==> src/rtl/spi_pkg.sv <==
// Shared definitions for the SPI slave receive and transmit paths.
// Holds the frame state encoding and the default frame width and idle word.
package spi_pkg;

    typedef enum logic [1:0] {
        IDLE,
        SHIFT,
        DONE
    } spi_state_e;

    localparam int          SPI_DATA_WIDTH = 16;
    localparam logic [15:0] SPI_IDLE_WORD  = 16'hFFFF;

endpackage

==> src/rtl/spi_edge_sync.sv <==
// Brings an asynchronous SPI pin into the clock domain through a SYNC_STAGES-deep
// synchroniser and flags its rising and falling edges with single-cycle pulses.
module spi_edge_sync #(
    parameter int   SYNC_STAGES = 2,
    parameter logic RESET_LEVEL = 1'b0
) (
    input  logic clock,
    input  logic reset,
    input  logic async_in,
    output logic rise,
    output logic fall
);

    logic [SYNC_STAGES-1:0] sync_q, sync_d;
    logic                   hist_q, hist_d;

    always_comb begin
        sync_d = {sync_q[SYNC_STAGES-2:0], async_in};
        hist_d = sync_q[SYNC_STAGES-1];
    end

    // NOTE: sequential state uses non-blocking assignments only, so every flop
    // samples the pre-edge values and the chain cannot collapse into one stage.
    always_ff @(posedge clock) begin
        if (reset) begin
            sync_q <= {SYNC_STAGES{RESET_LEVEL}};
            hist_q <= RESET_LEVEL;
        end else begin
            sync_q <= sync_d;
            hist_q <= hist_d;
        end
    end

    // Pulses are combinational so the consumer acts SYNC_STAGES+1 edges after the pin moves.
    assign rise = sync_q[SYNC_STAGES-1] & ~hist_q;
    assign fall = ~sync_q[SYNC_STAGES-1] & hist_q;

endmodule

==> src/rtl/adc_spi_out.sv <==
// SPI mode-0 slave transmitter: shifts a held word out on MISO, MSB first, under
// the master's NSS/SCK, with a valid/ready holding register on the core side.
module adc_spi_out
    import spi_pkg::*;
#(
    parameter int                    DATA_WIDTH  = SPI_DATA_WIDTH,
    parameter int                    SYNC_STAGES = 2,
    parameter logic [DATA_WIDTH-1:0] IDLE_WORD   = DATA_WIDTH'(SPI_IDLE_WORD)
) (
    input  logic                  clock,
    input  logic                  reset,
    input  logic                  spi_nss,
    input  logic                  spi_clock_in,
    output logic                  spi_data_out,
    output logic                  spi_data_oe,
    input  logic [DATA_WIDTH-1:0] data_in,
    input  logic                  data_valid,
    output logic                  data_ready,
    output logic                  frame_done,
    output logic                  frame_abort,
    output logic                  underrun
);

    localparam int             CW       = $clog2(DATA_WIDTH) + 1;
    localparam logic [CW-1:0]  LAST_BIT = CW'(DATA_WIDTH);

    logic nss_rise, nss_fall, sck_rise, sck_fall;

    spi_edge_sync #(.SYNC_STAGES(SYNC_STAGES), .RESET_LEVEL(1'b1)) u_nss_sync (
        .clock   (clock),
        .reset   (reset),
        .async_in(spi_nss),
        .rise    (nss_rise),
        .fall    (nss_fall)
    );

    spi_edge_sync #(.SYNC_STAGES(SYNC_STAGES), .RESET_LEVEL(1'b0)) u_sck_sync (
        .clock   (clock),
        .reset   (reset),
        .async_in(spi_clock_in),
        .rise    (sck_rise),
        .fall    (sck_fall)
    );

    spi_state_e            state_q, state_d;
    logic [CW-1:0]         cnt_q, cnt_d;
    logic [DATA_WIDTH-1:0] shift_q, shift_d;
    logic [DATA_WIDTH-1:0] hold_q, hold_d;
    logic                  hold_full_q, hold_full_d;
    logic                  done_q, done_d;
    logic                  abort_q, abort_d;
    logic                  urun_q, urun_d;
    logic                  accept;

    assign accept = data_valid & ~hold_full_q;

    // NOTE: every signal driven here gets a default first, so no path leaves a
    // value unassigned and no latch is inferred.
    always_comb begin
        state_d     = state_q;
        cnt_d       = cnt_q;
        shift_d     = shift_q;
        hold_d      = hold_q;
        hold_full_d = hold_full_q;
        done_d      = 1'b0;
        abort_d     = 1'b0;
        urun_d      = 1'b0;

        if (accept) begin
            hold_d      = data_in;
            hold_full_d = 1'b1;
        end

        case (state_q)
            IDLE: begin
                if (nss_fall) begin
                    state_d = SHIFT;
                    cnt_d   = '0;
                    // A word offered in the start cycle bypasses the holding register.
                    if (accept) begin
                        shift_d     = data_in;
                        hold_full_d = 1'b0;
                    end else if (hold_full_q) begin
                        shift_d     = hold_q;
                        hold_full_d = 1'b0;
                    end else begin
                        shift_d = IDLE_WORD;
                        urun_d  = 1'b1;
                    end
                end
            end
            SHIFT: begin
                if (nss_rise) begin
                    abort_d = 1'b1;
                    state_d = IDLE;
                end else if (sck_rise) begin
                    cnt_d = cnt_q + CW'(1);
                    if (cnt_d == LAST_BIT) state_d = DONE;
                end else if (sck_fall) begin
                    shift_d = {shift_q[DATA_WIDTH-2:0], 1'b0};
                end
            end
            DONE: begin
                if (nss_rise) begin
                    done_d  = 1'b1;
                    state_d = IDLE;
                end
            end
            default: state_d = IDLE;
        endcase
    end

    always_ff @(posedge clock) begin
        if (reset) begin
            state_q     <= IDLE;
            cnt_q       <= '0;
            shift_q     <= IDLE_WORD;
            hold_full_q <= 1'b0;
            done_q      <= 1'b0;
            abort_q     <= 1'b0;
            urun_q      <= 1'b0;
        end else begin
            state_q     <= state_d;
            cnt_q       <= cnt_d;
            shift_q     <= shift_d;
            hold_full_q <= hold_full_d;
            done_q      <= done_d;
            abort_q     <= abort_d;
            urun_q      <= urun_d;
        end
    end

    // NOTE: hold_q is pure data qualified by hold_full_q, so it needs no reset.
    always_ff @(posedge clock) begin
        hold_q <= hold_d;
    end

    assign spi_data_oe  = (state_q != IDLE);
    assign spi_data_out = (state_q == IDLE) ? 1'b1 : shift_q[DATA_WIDTH-1];
    assign data_ready   = ~hold_full_q;
    assign frame_done   = done_q;
    assign frame_abort  = abort_q;
    assign underrun     = urun_q;

endmodule

==> config.mk <==
export PLATFORM = sky130hd
export DESIGN_NAME = adc_spi_out
export DESIGN_NICKNAME = d
export VERILOG_FILES = /design/src/rtl/spi_pkg.sv /design/src/rtl/spi_edge_sync.sv /design/src/rtl/adc_spi_out.sv
export SDC_FILE = /design/constraint.sdc
export NUM_CORES = 1
export LEC_CHECK = 0
export ABC_AREA = 1
export CAP_MARGIN = 20
export CORE_MARGIN = 2
export CORE_UTILIZATION = 49
export DETAILED_ROUTE_END_ITERATION = 16
export PLACE_DENSITY = 0.75
export SLEW_MARGIN = 20
export SYNTH_ARGS = -nofsm -noshare
export SYNTH_HDL_FRONTEND = slang
export SYNTH_HIERARCHICAL = 1
export SYNTH_SLANG_ARGS = --single-unit
==> constraint.sdc <==
create_clock -name clock -period 1.5 [get_ports clock]
set_clock_uncertainty 0.1 [all_clocks]
set_input_delay 0.3 -clock clock [delete_from_list [all_inputs] [get_ports clock]]
set_output_delay 0.3 -clock clock [all_outputs]
set_load 0.03 [all_outputs]
==> reports/metrics.cfg, run 1 <==
[clock_tree]
sink_count_of_the_clock_tree = 49
cts_made_buffers = 5
cell_chosen_for_the_clock_root = sky130_fd_sc_hd__clkbuf_8
tritoncts_clock_tree = yes
clk-insertion-delay-late_ps = 300
h-tree-depth = 2
cts-root-to-sink-buffers = 2
clkSlewWorstSetupHoldPaths_ps = 80

[drt]
residual_drc = 0
drtAntennaViolNets = 0
detailedRoute.firstPassIterationCount = 4
drt-wirelength-per-cell_um = 13.0
route.detailed.vias_per_inst = 5.08
num_vias = 1764
final_routed_wirelength_across_all_metal_layers_mm = 4.50
first_iter_violations = 187

[worst_setup_path]
cp_data_arrival_time_ps = 1060
critical_path.max_fanout = 2
flop2flop_setup_slack_ps = 80
worstSetupPathType = flop to primary output
timing.critical_path.required_ps = 1100
critPathCaptureType = primary output
worstReg2RegEnd = shift_q[14]
worst_path_cell_chain = nor2_4 > or2_4 > buf_6
critPathTopFamily = flip-flops
critical_path.n_buffers_inverters = 1
timing.rr.start = u_nss_sync/hist_q
critical-path-max-stage-delay_ps = 370
startpoint_type_of_the_worst_setup_path = flop
cp_slowest_cell = sky130_fd_sc_hd__dfxtp_2
ff_to_ff_path_depth = 7

[layout]
sequential_cell_area_mm2 = 0.00114
multi_input_comb_area_um2 = 875
layout-drive-gt1-share_pct = 15.5
stdcell_area_mm2 = 0.00267
filler_cell_count = 366
layout_commonest_cell = sky130_fd_sc_hd__nand2_1
diodes = 0
area_growth_pct = 25.4
finish.net_count = 318
mostFrequentLayoutCells = sky130_fd_sc_hd__nand2_1 (83), sky130_fd_sc_hd__dfxtp_1 (31), sky130_fd_sc_hd__nand3_1 (21)

[power]
vdd.ir_drop.worst_uv = 662
power_per_cell_area_mw_per_mm2 = 983
power.leakage_nw = 1.09

[yosys]
synth_nets = 280
yosysUniqueCellTypes = 27
synth_area_mm2 = 0.00213
seq_cells_post_synth = 49
syn-instance-count = 258
postSynthAreaPerCell_um2 = 8.25
synth_sequential_area_ratio_pct = 53.6
synth.yosys.warnings = 6

[global_routing]
gr-total-overflow = 0
grt_max_degree = 19
grt_usage_pct = 19.6
antenna_found_initial = 0
grt_pass1_vias = 1679
grt_first_pass_wirelength_mm = 7.67

[min_path]
hold_path_depth = 2
hold_start = u_sck_sync/sync_q[0]
timing.hold.worst_endpoint = u_sck_sync/sync_q[1]
hold_path_class = flop to flop

[timing]
timing_worst_slew_pin_value_ps = 334
maxClockFrequency_mhz = 686
min_period_over_period_pct = 97.1
timing.final.max_slew_violations = 0
normalized_max_slew_margin_pct = 77.8
hold_viol = 0
fin_crit_ps = 1460
fin_ws_ps = 42.9
setup-violations-final = 0

[run]
timing.max_cap.violations = 0

[run_status]
status = complete, no violations

[floorplan]
die_x_um = 69.9
die-height_um = 69.9
core_region_area_mm2 = 0.00409
num_io_pins = 27
initial_util_pct = 52.1
design.die.area_mm2 = 0.00489
placement_rows = 23

[placement]
area_of_placed_instances_mm2 = 0.00254
io_buffer_count = 26
placement.setup.worst_slack_ps = -163
finalWeightedCongestion = 0.886
hpwl_mm = 3.08

## metal layers
layer	wire (um)	vias to the layer above	GRT usage [%]	share of wire [%]
met5	0	-	0	0
met3	173	6	5.34	3.8
met2	2270	32	34.0	51
li1	-	922	-	-
met1	2000	804	24.4	44
met4	48	0	4.49	1.1
## sequential cells by signal, indices dropped and copies added (netlist names)
register / cells
state_q: 2
hold_q: 16
u_nss_sync/hist_q: 1
u_sck_sync/hist_q: 1
u_sck_sync/sync_q: 2
frame_abort: 1
shift_q: 16
hold_full_q: 1
underrun: 1
cnt_q: 5
frame_done: 1
u_nss_sync/sync_q: 2
## final cells by class
class | count | share of cell area (%)
clock buffer | 5 | 2.58
clock inverter | 3 | 0.469
inverter | 25 | 3.94
multi-input combinational | 176 | 32.8
sequential | 49 | 42.8
tap | 50 | 2.34
timing repair buffer | 39 | 15.1
## worst min-delay path: stages, from the launching register on
cell	delay, ps
sky130_fd_sc_hd__dfxtp_1	300
sky130_fd_sc_hd__inv_1	40
sky130_fd_sc_hd__nor2_1	30
## power breakdown
group          total [W]  internal [W]  switching, W
clock           0.000727      0.000314      0.000413
sequential       0.00148       0.00145     0.0000315
combinational   0.000418      0.000192      0.000226
## timing repair
item / in CTS / in global routing
buffers inserted: 0 / 0
setup endpoints to repair: 4 / 40
hold endpoints to repair: 0 / 0
hold buffers: 0 / 0
pin swaps: 0 / 1
gates resized for setup: 6 / 21
## kinds of logic after synthesis
kind of cell | Yosys count | synth area share [%]
and+or+nand+nor | 146 | 30.3
DFF | 49 | 53.6
buffers and inverters | 33 | 6.35
AOI/OAI and AO/OA | 29 | 9.17
adders and majority gates | 1 | 0.587
## worst max-delay path by stage
| stage | cells past startpoint | to | startpoint | slack [ps] |
|---|---|---|---|---|
| 3_5_place_dp | 5 | hold_q[6] | data_valid | -160 |
| 2_1_floorplan | 4 | hold_q[0] | hold_full_q | 8 |
| 6_report | 3 | spi_data_out | state_q[0] | 40 |
| 3_3_place_gp | 5 | hold_q[6] | data_valid | -160 |
| 4_1_cts | 3 | spi_data_out | state_q[1] | -170 |
| 5_1_grt | 7 | shift_q[15] | u_nss_sync/hist_q | -30 |
## per-stage QoR
stage / utilization, % / hold slack, ps / TNS, ps / total power [W] / instances
detailed placement: 62.3 / 302 / -4610 / 0.00191 / 339
finish: 65.3 / 309 / 0 / 0.00263 / 347
CTS: 64.2 / 315 / -173 / 0.00264 / 347
floorplan: - / 271 / 0 / 0.00175 / 258
global placement: 62.3 / 289 / -4270 / 0.00190 / 339
global route: 65.3 / 322 / -106 / 0.00277 / 347
## cells in the mapped netlist
| cell | number | area, um^2 |
|---|---|---|
| sky130_fd_sc_hd__nand2_1 | 85 | 319 |
| sky130_fd_sc_hd__buf_1 | 1 | 3.75 |
| sky130_fd_sc_hd__nor2_2 | 1 | 6.26 |
| sky130_fd_sc_hd__inv_2 | 5 | 18.8 |
| sky130_fd_sc_hd__o21ai_0 | 1 | 5.00 |
| sky130_fd_sc_hd__buf_6 | 1 | 11.3 |
| sky130_fd_sc_hd__inv_1 | 17 | 63.8 |
| sky130_fd_sc_hd__nand2_2 | 2 | 12.5 |
| sky130_fd_sc_hd__dfxtp_1 | 33 | 661 |
| sky130_fd_sc_hd__a21oi_1 | 9 | 45.0 |
| sky130_fd_sc_hd__o211ai_1 | 15 | 113 |
| sky130_fd_sc_hd__nand3_1 | 21 | 105 |
| sky130_fd_sc_hd__buf_4 | 1 | 7.51 |
| sky130_fd_sc_hd__or2_2 | 8 | 50.1 |
| sky130_fd_sc_hd__nor2_4 | 1 | 11.3 |
| sky130_fd_sc_hd__nand4_1 | 4 | 25.0 |
| sky130_fd_sc_hd__ha_1 | 1 | 12.5 |
| sky130_fd_sc_hd__nor2_1 | 13 | 48.8 |
| sky130_fd_sc_hd__o21ai_1 | 2 | 10.0 |
| sky130_fd_sc_hd__o22ai_1 | 1 | 6.26 |
| sky130_fd_sc_hd__a21oi_4 | 1 | 16.3 |
| sky130_fd_sc_hd__or2_1 | 8 | 50.1 |
| sky130_fd_sc_hd__clkinv_1 | 3 | 11.3 |
| sky130_fd_sc_hd__nor4_1 | 2 | 12.5 |
| sky130_fd_sc_hd__edfxtp_1 | 16 | 480 |
| sky130_fd_sc_hd__nor3_1 | 1 | 5.00 |
| sky130_fd_sc_hd__clkbuf_1 | 5 | 18.8 |
Note: power is estimated with default switching activity, not from simulation.
==> inputs of run 2 (changes only) <==
Settings changed: CORE_UTILIZATION 49 to 54, PLACE_DENSITY 0.75 to 0.78.
Clock period 1.5 ns to 1.4 ns, I/O delays scaled along.
==> run 2 against run 1 <==
Against the previous run: the run now ends with negative setup slack left; die area shrank 8.7%; count of clock-buffer cells in the layout up 1; clock power increased by 15%; cell area increased by 4.2%; sequential share of layout area decreased by 1.5 points; combinational power grew 11%; register-to-register slack lost 100 ps; total power up 9.9%; flip-flop and latch count unchanged; first-iteration DRC count shrank 45%; non-clock buffer count up 10; worst setup slack worse by 200 ps; largest cell class unchanged.
==> reports/metrics.cfg, run 2 (same netlist as run 1, synthesis figures left out) <==
[drt]
final_routed_wirelength_across_all_metal_layers_mm = 4.45
drtAntennaViolNets = 0
residual_drc = 0
num_vias = 1803
first_iter_violations = 102
route.detailed.vias_per_inst = 5.08
detailedRoute.firstPassIterationCount = 4
drt-wirelength-per-cell_um = 12.5

[floorplan]
num_io_pins = 27
die_x_um = 66.8
design.die.area_mm2 = 0.00446
placement_rows = 22
die-height_um = 66.8
initial_util_pct = 57.3
core_region_area_mm2 = 0.00372

[worst_setup_path]
critical_path.max_fanout = 4
worstSetupPathType = flop to primary output
critPathCaptureType = primary output
timing.critical_path.required_ps = 1020
ff_to_ff_path_depth = 7
startpoint_type_of_the_worst_setup_path = flop
cp_data_arrival_time_ps = 1180

[timing]
min_period_over_period_pct = 111
timing_worst_slew_pin_value_ps = 373
setup-violations-final = 17
timing.final.max_slew_violations = 0
unrepaired_setup_endpoints_after_global_routing = true
fin_tns_setup_ps = -429
hold_viol = 0
fin_crit_ps = 1560
normalized_max_slew_margin_pct = 74.9
fin_ws_ps = -159
maxClockFrequency_mhz = 642

[global_routing]
globalRouteMet3Util_pct = 5.74
grt_max_degree = 19
grt_usage_pct = 22.2
groute.layer.met1.usage_pct = 28.9
grt_pass1_vias = 1671
gr-total-overflow = 0
antenna_found_initial = 0
grt_most_used_layer = met2
grt_first_pass_wirelength_mm = 7.36
groute.layer.met2.usage_pct = 36.1

[min_path]
hold_path_depth = 2
hold_path_class = flop to flop

[run]
timing.max_cap.violations = 0

[power]
vdd.ir_drop.worst_uv = 772
power.leakage_nw = 1.14
power_per_cell_area_mw_per_mm2 = 1040
finalPower_w = 0.00288

[run_status]
status = finished, violations left
violations = negative setup slack

[clock_tree]
cell_chosen_for_the_clock_root = sky130_fd_sc_hd__clkbuf_8
clk-insertion-delay-late_ps = 300
hold_buffers = 0
tritoncts_clock_tree = yes
cts_made_buffers = 5
cts-root-to-sink-buffers = 2
sink_count_of_the_clock_tree = 49
clkSlewWorstSetupHoldPaths_ps = 80
h-tree-depth = 2

[placement]
numPlacedInstances = 347
io_buffer_count = 26
finalWeightedCongestion = 0.842
hpwl_mm = 3.19

[layout]
post_layout_util_pct = 74.9
biggestRegsByFlops = hold_q: 16 flops, shift_q: 16 flops, cnt_q: 5 flops
layout_commonest_cell = sky130_fd_sc_hd__nand2_1
area_growth_pct = 30.7
filler_cell_count = 287
diodes = 0
mostFrequentLayoutCells = sky130_fd_sc_hd__nand2_1 (81), sky130_fd_sc_hd__dfxtp_1 (27), sky130_fd_sc_hd__nand3_1 (21)
layout-drive-gt1-share_pct = 22.1
number_of_non_filler_instances_in_the_completed_layout = 355
finish.net_count = 328

==> run 2: changes by cell type in the layout (fill, tap and decap cells not counted), moves of 2 or more <==
cell	change
sky130_fd_sc_hd__buf_4	+9
sky130_fd_sc_hd__clkdlybuf4s15_1	+2
sky130_fd_sc_hd__dfxtp_1	-4
sky130_fd_sc_hd__dfxtp_2	+3
sky130_fd_sc_hd__dlygate4sd2_1	-3
sky130_fd_sc_hd__inv_4	+2
sky130_fd_sc_hd__nand2_1	-2
sky130_fd_sc_hd__nand2_4	+2
sky130_fd_sc_hd__nor2_1	-3
sky130_fd_sc_hd__nor2_2	+3
==> run 2: power by group <==
part / switching (W) / total [W] / internal [W]
Clock: 0.000445 / 0.000837 / 0.000392
Sequential: 0.0000332 / 0.00159 / 0.00155
Combinational: 0.000246 / 0.000462 / 0.000216
==> run 2: layout make-up <==
class                      instances  area, um^2  share of cell area [%]
sequential                        49        1150                    41.4
multi-input combinational        176         910                    32.7
clock inverter                     2        8.76                   0.315
tap                               48        60.1                    2.16
timing repair buffer              49         465                    16.7
inverter                          25         105                    3.78
clock buffer                       6        82.6                    2.97
==> run 2: metrics by stage <==
step | hold slack (ps) | area (um^2) | worst slack [ps]
final | 305 | 2780 | -159
after CTS | 320 | 2740 | -167
after global routing | 343 | 2780 | -189
after detailed placement | 303 | 2620 | -332
after floorplan | 251 | 2150 | -33.5
after global placement | 290 | 2620 | -311
==> run 2: repair_timing <==
item	in CTS	in global routing
endpoints found under the setup margin	42	28
resized for setup	16	22
setup buffers	0	0
pin swaps	0	4
==> run 2: final timing paths <==
kind / slack (ps) / to / startpoint
setup / recovery: -160 / spi_data_out / state_q[1]
hold / removal: 300 / u_sck_sync/sync_q[1] / u_sck_sync/sync_q[0]
setup reg to reg: -20 / shift_q[4] / state_q[1]
hold reg to reg: 300 / u_sck_sync/sync_q[1] / u_sck_sync/sync_q[0]
==> run 2: worst max-delay path: stages, from the launching register on <==
cell,delay (ps)
sky130_fd_sc_hd__dfxtp_2,350
sky130_fd_sc_hd__nor2_2,50
sky130_fd_sc_hd__buf_6,110
sky130_fd_sc_hd__or2_4,230
sky130_fd_sc_hd__buf_6,140
==> run 2: layer usage <==
layer	share of wire (%)	wire length [um]
met5	0	0
met3	4.4	194
met1	46	2060
met2	48	2120
met4	1.7	77
==> inputs of run 3 (changes only) <==
Settings changed: CORE_MARGIN 2 to 8, SLEW_MARGIN 20 to 0.
==> run 3 against run 2 <==
Against the previous run: worst setup slack gained 16 ps; highest routed layer unchanged; sequential power is essentially flat; die area grew 39%; combinational power grew 12%; global-route usage shrank 6.8 points; total power shrank 0.15%; the run still ends with negative setup slack left; flip-flop and latch count is the same; routed wire length grew 9.0%; critical endpoint unchanged.
==> reports/metrics.cfg, run 3 (same netlist as run 1, synthesis figures left out) <==
[worst_setup_path]
startpoint_type_of_the_worst_setup_path = flop
flop2flop_setup_slack_ps = -110
ff_to_ff_path_depth = 9
critPathCaptureType = primary output
worstReg2RegEnd = shift_q[2]
critical_path.max_fanout = 2
timing.rr.start = state_q[0]
cp_data_arrival_time_ps = 1160
cp-startpoint = state_q[1]
worstSetupPathType = flop to primary output
timing.critical_path.required_ps = 1020

[layout]
stdcell_area_mm2 = 0.00287
finish.net_count = 334
sequential_cell_area_mm2 = 0.00115
filler_cell_count = 291
layout-drive-gt1-share_pct = 24.3
layout_commonest_cell = sky130_fd_sc_hd__nand2_1
biggestRegsByFlops = hold_q: 16 flops, shift_q: 16 flops, cnt_q: 5 flops
area_growth_pct = 34.5
diodes = 0
number_of_non_filler_instances_in_the_completed_layout = 363
multi_input_comb_area_um2 = 916
mostFrequentLayoutCells = sky130_fd_sc_hd__nand2_1 (77), sky130_fd_sc_hd__dfxtp_1 (29), sky130_fd_sc_hd__nand3_1 (21), sky130_fd_sc_hd__buf_4 (21), sky130_fd_sc_hd__clkdlybuf4s50_1 (20)

[timing]
maxClockFrequency_mhz = 648
timing_worst_slew_pin_value_ps = 343
hold_viol = 0
fin_ws_ps = -143
setup-violations-final = 18
fin_crit_ps = 1540
timing.final.max_slew_violations = 0
unrepaired_setup_endpoints_after_global_routing = true
normalized_max_slew_margin_pct = 76.9
min_period_over_period_pct = 110

[run]
timing.max_cap.violations = 0

[min_path]
hold_start = u_sck_sync/sync_q[0]
hold_path_depth = 2
hold_path_class = flop to flop
timing.hold.worst_endpoint = u_sck_sync/sync_q[1]

[placement]
numPlacedInstances = 348
area_of_placed_instances_mm2 = 0.00260
finalWeightedCongestion = 0.845
hpwl_mm = 3.40
placement.setup.worst_slack_ps = -262
io_buffer_count = 26

[clock_tree]
cts_made_buffers = 5
hold_buffers = 0
tritoncts_clock_tree = yes
clk-insertion-delay-late_ps = 300
h-tree-depth = 2
sink_count_of_the_clock_tree = 49
clkSlewWorstSetupHoldPaths_ps = 80
cell_chosen_for_the_clock_root = sky130_fd_sc_hd__clkbuf_8
cts-root-to-sink-buffers = 2

[run_status]
violations = negative setup slack
status = finished, violations left

[global_routing]
grt_usage_pct = 15.5
antenna_found_initial = 0
grt_pass1_vias = 1731
grt_max_degree = 18
grt_first_pass_wirelength_mm = 7.79
gr-total-overflow = 0

[floorplan]
design.die.area_mm2 = 0.00621
initial_util_pct = 54.8
core_region_area_mm2 = 0.00388
die-height_um = 78.8
num_io_pins = 27
die_x_um = 78.8
placement_rows = 23

[drt]
drt-wirelength-per-cell_um = 13.4
num_vias = 1843
final_routed_wirelength_across_all_metal_layers_mm = 4.85
route.detailed.vias_per_inst = 5.08
drtAntennaViolNets = 0
detailedRoute.firstPassIterationCount = 4
first_iter_violations = 146
residual_drc = 0

[power]
vdd.ir_drop.worst_uv = 831
power.leakage_nw = 1.18
power_per_cell_area_mw_per_mm2 = 1010

==> run 3: cell count changes in the layout (fill, tap and decap cells not counted), moves of 2 or more <==
cell | previous run | this run
sky130_fd_sc_hd__buf_4 | 17 | 21
sky130_fd_sc_hd__nand2_1 | 81 | 77
sky130_fd_sc_hd__nand2_2 | 3 | 7
sky130_fd_sc_hd__dfxtp_2 | 5 | 2
sky130_fd_sc_hd__dfxtp_1 | 27 | 29
sky130_fd_sc_hd__inv_6 | 0 | 2
sky130_fd_sc_hd__nor2_2 | 3 | 1
==> run 3: final cells by class <==
class / count / area share, %
Sequential cell: 49 / 40.2
Multi-Input combinational cell: 176 / 32.0
Timing Repair Buffer: 54 / 18.5
Inverter: 25 / 4.02
Clock buffer: 5 / 2.40
Tap cell: 50 / 2.18
Clock inverter: 3 / 0.437
Timing Repair inverter: 1 / 0.306
==> run 3: power by group <==
group	switching, W	internal, W	total, W	leakage (nW)
clock	0.000438	0.000337	0.000774	0.0430
sequential	0.0000360	0.00155	0.00159	0.425
combinational	0.000267	0.000251	0.000518	0.708
==> run 3: worst max path at each step <==
stage / to / slack (ps) / depth (start not counted)
floorplan: shift_q[10] / -30 / 8
global placement: shift_q[15] / -240 / 7
detailed placement: shift_q[9] / -260 / 7
CTS: spi_data_out / -150 / 4
global route: spi_data_out / -180 / 4
finish: spi_data_out / -140 / 4
==> run 3: what timing repair did <==
action,4_1_cts,5_1_grt
setup buffers,2,2
pin swaps,1,3
hold endpoints to repair,0,0
endpoints found under the setup margin,23,27
cloned,0,3
gates resized for setup,19,34
==> run 3: metal layers <==
metal	global-route usage, %	wire length, um
met5	0	0
met4	5.56	90
met3	3.72	216
met2	26.7	2470
met1	18.2	2070
==> run 3: worst max-delay path: stages (launching register included) <==
cell and delay, ps:
sky130_fd_sc_hd__dfxtp_2 360, sky130_fd_sc_hd__nor2_4 40, sky130_fd_sc_hd__buf_6 110, sky130_fd_sc_hd__or2_4 220
sky130_fd_sc_hd__buf_6 130
==> run 3: through the flow <==
step / util (%) / hold WS, ps / setup TNS (ps) / power (W)
floorplan: - / 251 / -329 / 0.00188
global placement: 66.9 / 294 / -7030 / 0.00205
detailed placement: 66.9 / 305 / -7720 / 0.00205
CTS: 70.4 / 312 / -210 / 0.00284
global route: 73.8 / 351 / -2380 / 0.00302
finish: 73.8 / 306 / -1260 / 0.00288
